### src/rtl/traffic_phase_sequencer.sv
// Eight-phase traffic cycle sequencer: road1 rests in green, road2 is served on latched demand.
// Prescaled per-phase dwell timing, sensor-driven road2 extension and a force-to-red override.
module traffic_phase_sequencer #(
   parameter int TICK_DIV    = 100,
   parameter int TW          = 8,
   parameter int T_ALLRED    = 2,
   parameter int T_GREEN_MIN = 10,
   parameter int T_YELLOW    = 3,
   parameter int T_GREEN2    = 5,
   parameter int T_EXT       = 4
) (
   input  logic clk,
   input  logic rst_n,
   input  logic en,
   input  logic req2,
   input  logic sense2,
   input  logic force_red,
   output logic C0,
   output logic C1,
   output logic C2,
   output logic demand2,
   output logic tick
);

   localparam int PW = (TICK_DIV > 1) ? $clog2(TICK_DIV) : 1;
   localparam logic [PW-1:0] PRESC_LAST = PW'(TICK_DIV - 1);

   localparam logic [TW-1:0] LD_ALLRED    = TW'(T_ALLRED - 1);
   localparam logic [TW-1:0] LD_GREEN_MIN = TW'(T_GREEN_MIN - 1);
   localparam logic [TW-1:0] LD_YELLOW    = TW'(T_YELLOW - 1);
   localparam logic [TW-1:0] LD_GREEN2    = TW'(T_GREEN2 - 1);
   localparam logic [TW-1:0] LD_EXT       = TW'(T_EXT - 1);

   typedef enum logic [2:0] {
      PH_RED_A     = 3'd0,
      PH_GRN1_MIN  = 3'd1,
      PH_GRN1_REST = 3'd2,
      PH_YEL1      = 3'd3,
      PH_RED_B     = 3'd4,
      PH_GRN2_BASE = 3'd5,
      PH_GRN2_EXT  = 3'd6,
      PH_YEL2      = 3'd7
   } phase_t;

   phase_t          phase_q, phase_d;
   logic [PW-1:0]   presc_q;
   logic [TW-1:0]   dwell_q, dwell_d;
   logic            demand_q, demand_d;
   logic            expire;
   logic            entering;

   assign tick     = en && (presc_q == PRESC_LAST);
   assign expire   = tick && (dwell_q == '0);
   assign entering = (phase_d != phase_q);

   assign {C2, C1, C0} = phase_q;
   assign demand2      = demand_q;

   // Dwell reload value for the phase being entered; the resting green is untimed.
   function automatic logic [TW-1:0] load_for(input phase_t p);
      load_for = '0;
      case (p)
         PH_RED_A, PH_RED_B: load_for = LD_ALLRED;
         PH_GRN1_MIN:        load_for = LD_GREEN_MIN;
         PH_YEL1, PH_YEL2:   load_for = LD_YELLOW;
         PH_GRN2_BASE:       load_for = LD_GREEN2;
         PH_GRN2_EXT:        load_for = LD_EXT;
         default:            load_for = '0;
      endcase
   endfunction

   always_comb begin
      // NOTE: each combinational output is given a default before any branch, so no path infers a latch.
      phase_d = phase_q;
      if (en) begin
         unique case (phase_q)
            PH_RED_A:     if (!force_red && expire) phase_d = PH_GRN1_MIN;
            PH_GRN1_MIN:  if (force_red) phase_d = PH_YEL1;
                          else if (expire) phase_d = PH_GRN1_REST;
            PH_GRN1_REST: if (force_red || (tick && demand_q)) phase_d = PH_YEL1;
            PH_YEL1:      if (expire) phase_d = PH_RED_B;
            PH_RED_B:     if (!force_red && expire) phase_d = PH_GRN2_BASE;
            PH_GRN2_BASE: if (force_red) phase_d = PH_YEL2;
                          else if (expire) phase_d = PH_GRN2_EXT;
            PH_GRN2_EXT:  if (force_red || (tick && (!sense2 || dwell_q == '0))) phase_d = PH_YEL2;
            PH_YEL2:      if (expire) phase_d = PH_RED_A;
         endcase
      end
   end

   // Holding in an all-red phase saturates the counter at zero, so release waits for one tick.
   always_comb begin
      dwell_d = dwell_q;
      if (entering)
         dwell_d = load_for(phase_d);
      else if (tick && dwell_q != '0)
         dwell_d = dwell_q - TW'(1);
   end

   // Entry into road2 green consumes the demand; that clear beats a same-clock request.
   always_comb begin
      demand_d = demand_q;
      if (entering && phase_d == PH_GRN2_BASE)
         demand_d = 1'b0;
      else if (req2)
         demand_d = 1'b1;
   end

   // NOTE: registers use non-blocking assignments so every update sees the pre-edge values.
   always_ff @(posedge clk or negedge rst_n) begin
      if (!rst_n) begin
         phase_q  <= PH_RED_A;
         presc_q  <= '0;
         dwell_q  <= LD_ALLRED;
         demand_q <= 1'b0;
      end else if (en) begin
         presc_q  <= (presc_q == PRESC_LAST) ? '0 : presc_q + PW'(1);
         phase_q  <= phase_d;
         dwell_q  <= dwell_d;
         demand_q <= demand_d;
      end
   end

endmodule

### config.mk
export PLATFORM = sky130hd
export DESIGN_NAME = traffic_phase_sequencer
export DESIGN_NICKNAME = d
export VERILOG_FILES = /design/src/rtl/traffic_phase_sequencer.sv
export SDC_FILE = /design/constraint.sdc
export NUM_CORES = 1
export LEC_CHECK = 0
export CELL_PAD_IN_SITES_DETAIL_PLACEMENT = 1
export CELL_PAD_IN_SITES_GLOBAL_PLACEMENT = 2
export CORE_MARGIN = 3
export CORE_UTILIZATION = 32
export CTS_CLUSTER_DIAMETER = 80
export DETAILED_ROUTE_END_ITERATION = 8
export PLACE_DENSITY_LB_ADDON = 0.1
export REMOVE_ABC_BUFFERS = 1
export SYNTH_ARGS = -nofsm -noshare
export SYNTH_HDL_FRONTEND = slang
export SYNTH_SLANG_ARGS = --single-unit
export TNS_END_PERCENT = 30
### constraint.sdc
create_clock -name clk -period 2.2 [get_ports clk]
set_clock_uncertainty 0.15 [all_clocks]
set_input_delay 0.33 -clock clk [delete_from_list [all_inputs] [get_ports clk]]
set_output_delay 0.33 -clock clk [all_outputs]
set_load 0.01 [all_outputs]
Word-level counts from Yosys, hierarchy flattened
Index checks and enable logic that the tools add are counted.
{"block": "op_classes", "n_addsub": 2, "n_eq_ne": 15, "muxes": 18, "reduce_logical": 22}
{"cell": "two-way mux 3 bit", "n": 11}
{"cell": "equality test 3 bit (second input constant)", "n": 8}
{"cell": "one-hot mux 3 bit (8 select lines)", "n": 1}
{"cell": "one-hot mux 4 bit (5 select lines)", "n": 1}
{"cell": "two-way mux 8 bit", "n": 2}
{"cell": "equality test 3 x 2 -> 1 bit (second input constant)", "n": 3}
{"cell": "zero test 8 bit", "n": 1}
{"cell": "nonzero test 8 bit", "n": 1}
{"cell": "subtractor 8 x 1 -> 8 bit (second input constant)", "n": 1}
{"cell": "adder 7 x 1 -> 7 bit (second input constant)", "n": 1}
{"cell": "equality test 7 bit (second input constant)", "n": 1}
{"cell": "logical AND 1 bit", "n": 7}
{"cell": "two-way mux 7 bit", "n": 1}
{"cell": "equality test 3 x 1 -> 1 bit (second input constant)", "n": 2}
{"cell": "zero test 3 bit", "n": 2}
{"cell": "AND reduction 2 bit", "n": 2}
{"cell": "nonzero test 2 bit", "n": 2}
{"cell": "OR reduction 2 bit", "n": 2}
{"cell": "logical OR 1 bit", "n": 3}
{"cell": "inequality test 3 bit", "n": 1}
{"cell": "zero test 1 bit", "n": 2}
{"cell": "two-way mux 1 bit", "n": 2}
{"block": "totals", "ff_bits": 19, "inputBits": 6, "out_inout_bits": 5, "word_cells": 61}

Depth between registers and ports, before layout
Gate-level depths: netlist (run 1).
{"block": "logic_depth", "word_depth": 11, "ltp_mapped": 8, "ltp_nobuf": 7}

Worst setup path after synthesis (run 1)
No wires, ideal clock.
{"block": "synth_path", "path_kind": "reg2reg", "from": "register dwell_q[0]", "to": "register dwell_q[0]", "setup_time_ps": 79, "arrival_time_ps": 1949, "t_required_ps": 1971, "slack_ps": 22, "path_stages_with_launch": 9, "path_buffers": 1, "synth_period_minus_slack_ps": 2178, "path_cell_list": "dfstp_2 inv_1 ha_1 nor3b_1 and4_1 clkbuf_1 o221ai_1 o211ai_4 o211a_1"}
{"block": "synth_via", "elab_chain_cells": 11, "word_cells_on_any_way": 35, "cone_classes": "add/sub (1); eq/ne (7); mux (14); reduce/logical (13)"}
{"element": "from (decl)", "line": "47", "text": "logic [TW-1:0] dwell_q, dwell_d;"}
{"element": "from (signal assigned)", "line": "119", "text": "dwell_q <= dwell_d;"}
{"element": "zero test 8 bit", "line": "53, 85"}
{"element": "logical OR 1 bit", "line": "85", "text": "PH_GRN2_EXT: if (force_red || (tick && (!sense2 || dwell_q == '0))) phase_d = PH_YEL2;"}
{"element": "logical AND 1 bit", "line": "85"}
{"element": "logical OR 1 bit", "line": "85"}
{"element": "two-way mux 3 bit", "line": "85"}
{"element": "one-hot mux 3 bit (8 select lines)", "line": "76", "text": "unique case (phase_q)"}
{"element": "two-way mux 3 bit", "line": "75", "text": "if (en) begin"}
{"element": "equality test 3 x 2 -> 1 bit (tied with other cells)", "line": "62", "text": "case (p)"}
{"element": "OR reduction 2 bit", "line": "62"}
{"element": "one-hot mux 4 bit (5 select lines)", "line": "62"}
{"element": "two-way mux 8 bit", "line": "94", "text": "if (entering)"}
Several ways; a longest one is shown, not always the timed one. The select of a mux whose other input is x is not followed.
A chain may end at the register's enable or synchronous reset.

Worst setup path after layout (run 1)
{"block": "layout_path", "from": "register presc_q[1]", "to": "register dwell_q[2]"}
{"block": "layout_via", "elab_chain_cells": 11, "word_cells_on_any_way": 35, "cone_classes": "eq/ne (8); mux (14); reduce/logical (13)"}
{"element": "from (decl)", "line": "46", "text": "logic [PW-1:0] presc_q;"}
{"element": "from (signal assigned)", "line": "117", "text": "presc_q <= (presc_q == PRESC_LAST) ? '0 : presc_q + PW'(1);"}
{"element": "equality test 7 bit (*)", "line": "52", "text": "assign tick = en && (presc_q == PRESC_LAST);"}
{"element": "logical AND 1 bit (*)", "line": "52"}
{"element": "logical AND 1 bit (on tied branches)", "line": "53, 80, 85"}
{"element": "two-way mux 3 bit (tied with other cells)", "line": "84", "text": "else if (expire) phase_d = PH_GRN2_EXT;"}
{"element": "two-way mux 3 bit (tied with other cells)", "line": "83", "text": "PH_GRN2_BASE: if (force_red) phase_d = PH_YEL2;"}
{"element": "one-hot mux 3 bit (8 select lines)", "line": "76"}
{"element": "two-way mux 3 bit", "line": "75"}
{"element": "equality test 3 x 2 -> 1 bit (tied with other cells)", "line": "62"}
{"element": "OR reduction 2 bit", "line": "62"}
{"element": "one-hot mux 4 bit (5 select lines)", "line": "62"}
{"element": "two-way mux 8 bit", "line": "94"}
Mark *: on every way between the ends. The rest lies on a longest branch, timed or not.

==> run summary, run 1 <==
Reg2Reg Setup Slack - 0.005 ns
Final WS setup - 0.00498 ns
Die Ht - 66.9 µm
Crit-path cells - ha_2, and4bb_2, nand4_1, a311o_1, o211ai_4, buf_12, o2bb2ai_1
Final setup vio count - 0
Worst VDD drop - 452 µV
Routed WL - 3730 µm
Synthesized flop and latch total - 19
Crit path required time - 2.20 ns
Clock Latency Late Sink - 0.27 ns
CP Launch Type - flip-flop
DRC violations left - 0
Combinational share of power - 0.368
Most common cell in the netlist - dfrtp_1
Global-route wire length before repair - 6160 µm
Multiplexer share of the synthesized area - 0.0274
Final Hold Viols - 0
Final worst path period need - 2.20 ns
CTS Hold Bufs - 0
Synth Area in Simple Gates - 0.251
Die X - 66.9 µm
CTS Buf Count - 3
Critical R2R Launch - presc_q[1]
Yosys warnings - 0
Boundary Pins - 11
Max-cap viol count - 0
Tcrit/Tclk final - 0.998
Gate Count Post-Synth - 124
Slew at the pin closest to its max-slew limit - 0.393 ns
Unrepaired setup endpoints after global routing - yes
Initial antenna violation count - 0
Initial core utilization - 0.343
Power Density - 716 mW/mm²
Clock transition at the registers of the reported paths - 0.08 ns
Clock buffer depth - 2
Post-synth top area cell - dfrtp_1
Post-synth EDFFs - 0
CTS root buf - clkbuf_8
CP Max Fanout - 4
Largest family of logic cells by synthesized area - simple AND/OR/NAND/NOR gates
Crit path capture type - flip-flop
Leakage - 0.683 nW
Detailed Place HPWL - 2780 µm
Clock group share of total power - 0.220
Final GP Congestion - 0.965
Seq/Total Area, Yosys - 0.401
Critical Path AT - 2.19 ns
Routed vias/inst - 5.66
Worst min path class - in2async
Synth Cell Area - 0.00119 mm²
Predominant post-synthesis flop cell - dfrtp_1
H-tree depth reported by CTS - 1
Sequential share of power - 0.412
CTS sink count - 19
Antenna Cells - 0
Slew Viols, Final - 0
Core Rows - 21
Internal power - 0.787 mW
Post-synth top area share - 0.379
Antenna Violating Nets Remaining - 0
Status - completed
Setup CP Type - reg2reg
Xor and xnor fraction of the mapped netlist area - 0.0589
Compound-Gate Fraction of Synth Area - 0.209
Port Buffers - 10
Mean area per synthesized cell - 9.59 µm²
Placeable Area - 0.00347 mm²
Area grow syn2layout - 39.8%
Post-Synth Adder-Cell Area - 0.0211
Max Clock Freq - 456 MHz
Vias - 1160
Vias in the first global route - 1216
Avg WL per Cell - 18.2 µm
Total Die Area - 0.00448 mm²
Gr usage total - 0.188
DRT Pass-1 Iters - 4
Switch share - 0.338
Worst R2R Path Depth - 7
Nets - 168
Grt total ovfl - 0
DP Worst Slack - -0.182 ns
RR Endpoint - dwell_q[2]
Dominant cells by area after synthesis - dfrtp_1 38%, xnor2_1 4.4%, nand2_1 3.2%
Fraction of layout cells with a size suffix above 1 - 0.302
NetSw - 0.402 mW
Ys async rst share - 1.00
Netlist cell types - 44
Critical Path Slowest Stage Cell - a311o_1
Hold Worst Slack - 0.246 ns
Synth top cells by count - 18 x dfrtp_1, 10 x nand2_1, 7 x a21oi_1
TritonCTS clock tree - done
DRT iter0 DRCs - 41
Largest net degree at the start of global routing - 20
Critical Path Max Stage Delay - 0.46 ns
Rel. slew slack - 0.736
state kept, by name (all words and copies together) (netlist names):
name     cells
presc_q      7
dwell_q      8
demand2      1
phase_q      3
area by class of cell:
type / count / area (µm²)
Sequential cell: 19 / 477
Timing Repair Buffer: 35 / 299
Tap cell: 46 / 57.6
Multi-Input combinational cell: 95 / 759
Clock buffer: 3 / 41.3
Inverter: 6 / 22.5
Fill cell: 396 / 1810
Clock inverter: 1 / 5.00
routing by layer:
metal | GRT usage | share of wire | up-vias
met3 | 0.0304 | 0.037 | 6
met1 | 0.240 | 0.44 | 582
met4 | 0.0456 | 0.016 | 0
met2 | 0.327 | 0.51 | 24
li1 | - | - | 548
met5 | 0 | 0 | -
power by group through the flow:
stage	Sequential, mW	Combinational (mW)	Clock [mW]
after floorplan	0.492	0.194	0
after global placement	0.492	0.343	0
after detailed placement	0.497	0.364	0
after CTS	0.488	0.394	0.268
after global routing	0.501	0.501	0.285
final	0.490	0.437	0.262
how the worst max path moves through the flow:
stage | start | to | cells after the start
after floorplan | dwell_q[0] | dwell_q[0] | 7
after global placement | force_red | dwell_q[1] | 6
after detailed placement | force_red | dwell_q[1] | 6
after CTS | dwell_q[0] | dwell_q[2] | 8
after global routing | dwell_q[1] | dwell_q[2] | 8
final | presc_q[1] | dwell_q[2] | 7
stage by stage:
step / setup TNS (ns) / total power [mW] / std cells / cell area (µm²) / utilization
finish: 0 / 1.19 / 205 / 1660 / 0.479
floorplan: 0 / 0.686 / 120 / 1170 / -
global route: -0.520 / 1.29 / 205 / 1660 / 0.479
CTS: 0 / 1.15 / 203 / 1580 / 0.456
detailed placement: -1.27 / 0.860 / 197 / 1490 / 0.429
global placement: -0.987 / 0.835 / 197 / 1490 / 0.429
worst max-delay path: cells and delay by family, from the launching register on:
family,cells,cell delay (ns)
simple gates,2,0.43
fa+ha+maj,1,0.19
compound gates,3,0.77
buf+inv,1,0.14
flops,1,0.39
what timing repair did:
action	CTS	global route
setup endpoints to repair	10	13
setup buffers	2	2
resized for setup	5	13
pin swaps	4	8
placed cells by master, fill, tap and decap left out, types with 2 or more instances in the layout:
| cell | count |
|---|---|
| a41oi_1 | 3 |
| dfrtp_1 | 18 |
| clkdlybuf4s50_1 | 9 |
| a311o_1 | 2 |
| nand3_1 | 4 |
| nor2_1 | 5 |
| mux2_2 | 2 |
| buf_4 | 24 |
| o21ai_0 | 6 |
| nor3_1 | 2 |
| or3_1 | 6 |
| nand2_1 | 8 |
| inv_1 | 4 |
| o211ai_1 | 2 |
| and3b_1 | 2 |
| nor2b_1 | 3 |
| and2_1 | 2 |
| xor2_1 | 2 |
| xnor2_1 | 6 |
| nand2_2 | 3 |
| nand4_1 | 6 |
| a21oi_1 | 7 |
| clkbuf_8 | 3 |
cells by family after synthesis:
group | count (synthesis)
AND/OR/NAND/NOR | 49
AO/OA/AOI/OAI | 33
buffers and inverters | 10
flip-flops | 19
adder cells (fa/ha/maj) | 2
multiplexers | 3
XOR/XNOR | 8
Note: power is estimated with default switching activity, not from simulation.
==> run 2, diff against run 1 <==
--- a/config.mk
+++ b/config.mk
@@ -13,6 +13,7 @@
 export DETAILED_ROUTE_END_ITERATION = 8
 export PLACE_DENSITY_LB_ADDON = 0.1
 export REMOVE_ABC_BUFFERS = 1
+export SLEW_MARGIN = 30
 export SYNTH_ARGS = -nofsm -noshare
 export SYNTH_HDL_FRONTEND = slang
 export SYNTH_SLANG_ARGS = --single-unit
==> results of run 2 <==
No change in the layout: final DEF, timing and power equal those of run 1.
==> run 3, diff against run 2 <==
--- a/config.mk
+++ b/config.mk
@@ -5,11 +5,13 @@
 export SDC_FILE = /design/constraint.sdc
 export NUM_CORES = 1
 export LEC_CHECK = 0
+export CAP_MARGIN = 30
 export CELL_PAD_IN_SITES_DETAIL_PLACEMENT = 1
 export CELL_PAD_IN_SITES_GLOBAL_PLACEMENT = 2
 export CORE_MARGIN = 3
 export CORE_UTILIZATION = 32
 export CTS_CLUSTER_DIAMETER = 80
+export CTS_CLUSTER_SIZE = 30
 export DETAILED_ROUTE_END_ITERATION = 8
 export PLACE_DENSITY_LB_ADDON = 0.1
 export REMOVE_ABC_BUFFERS = 1
==> results of run 3 <==
No change in the layout: final DEF, timing and power equal those of run 1.
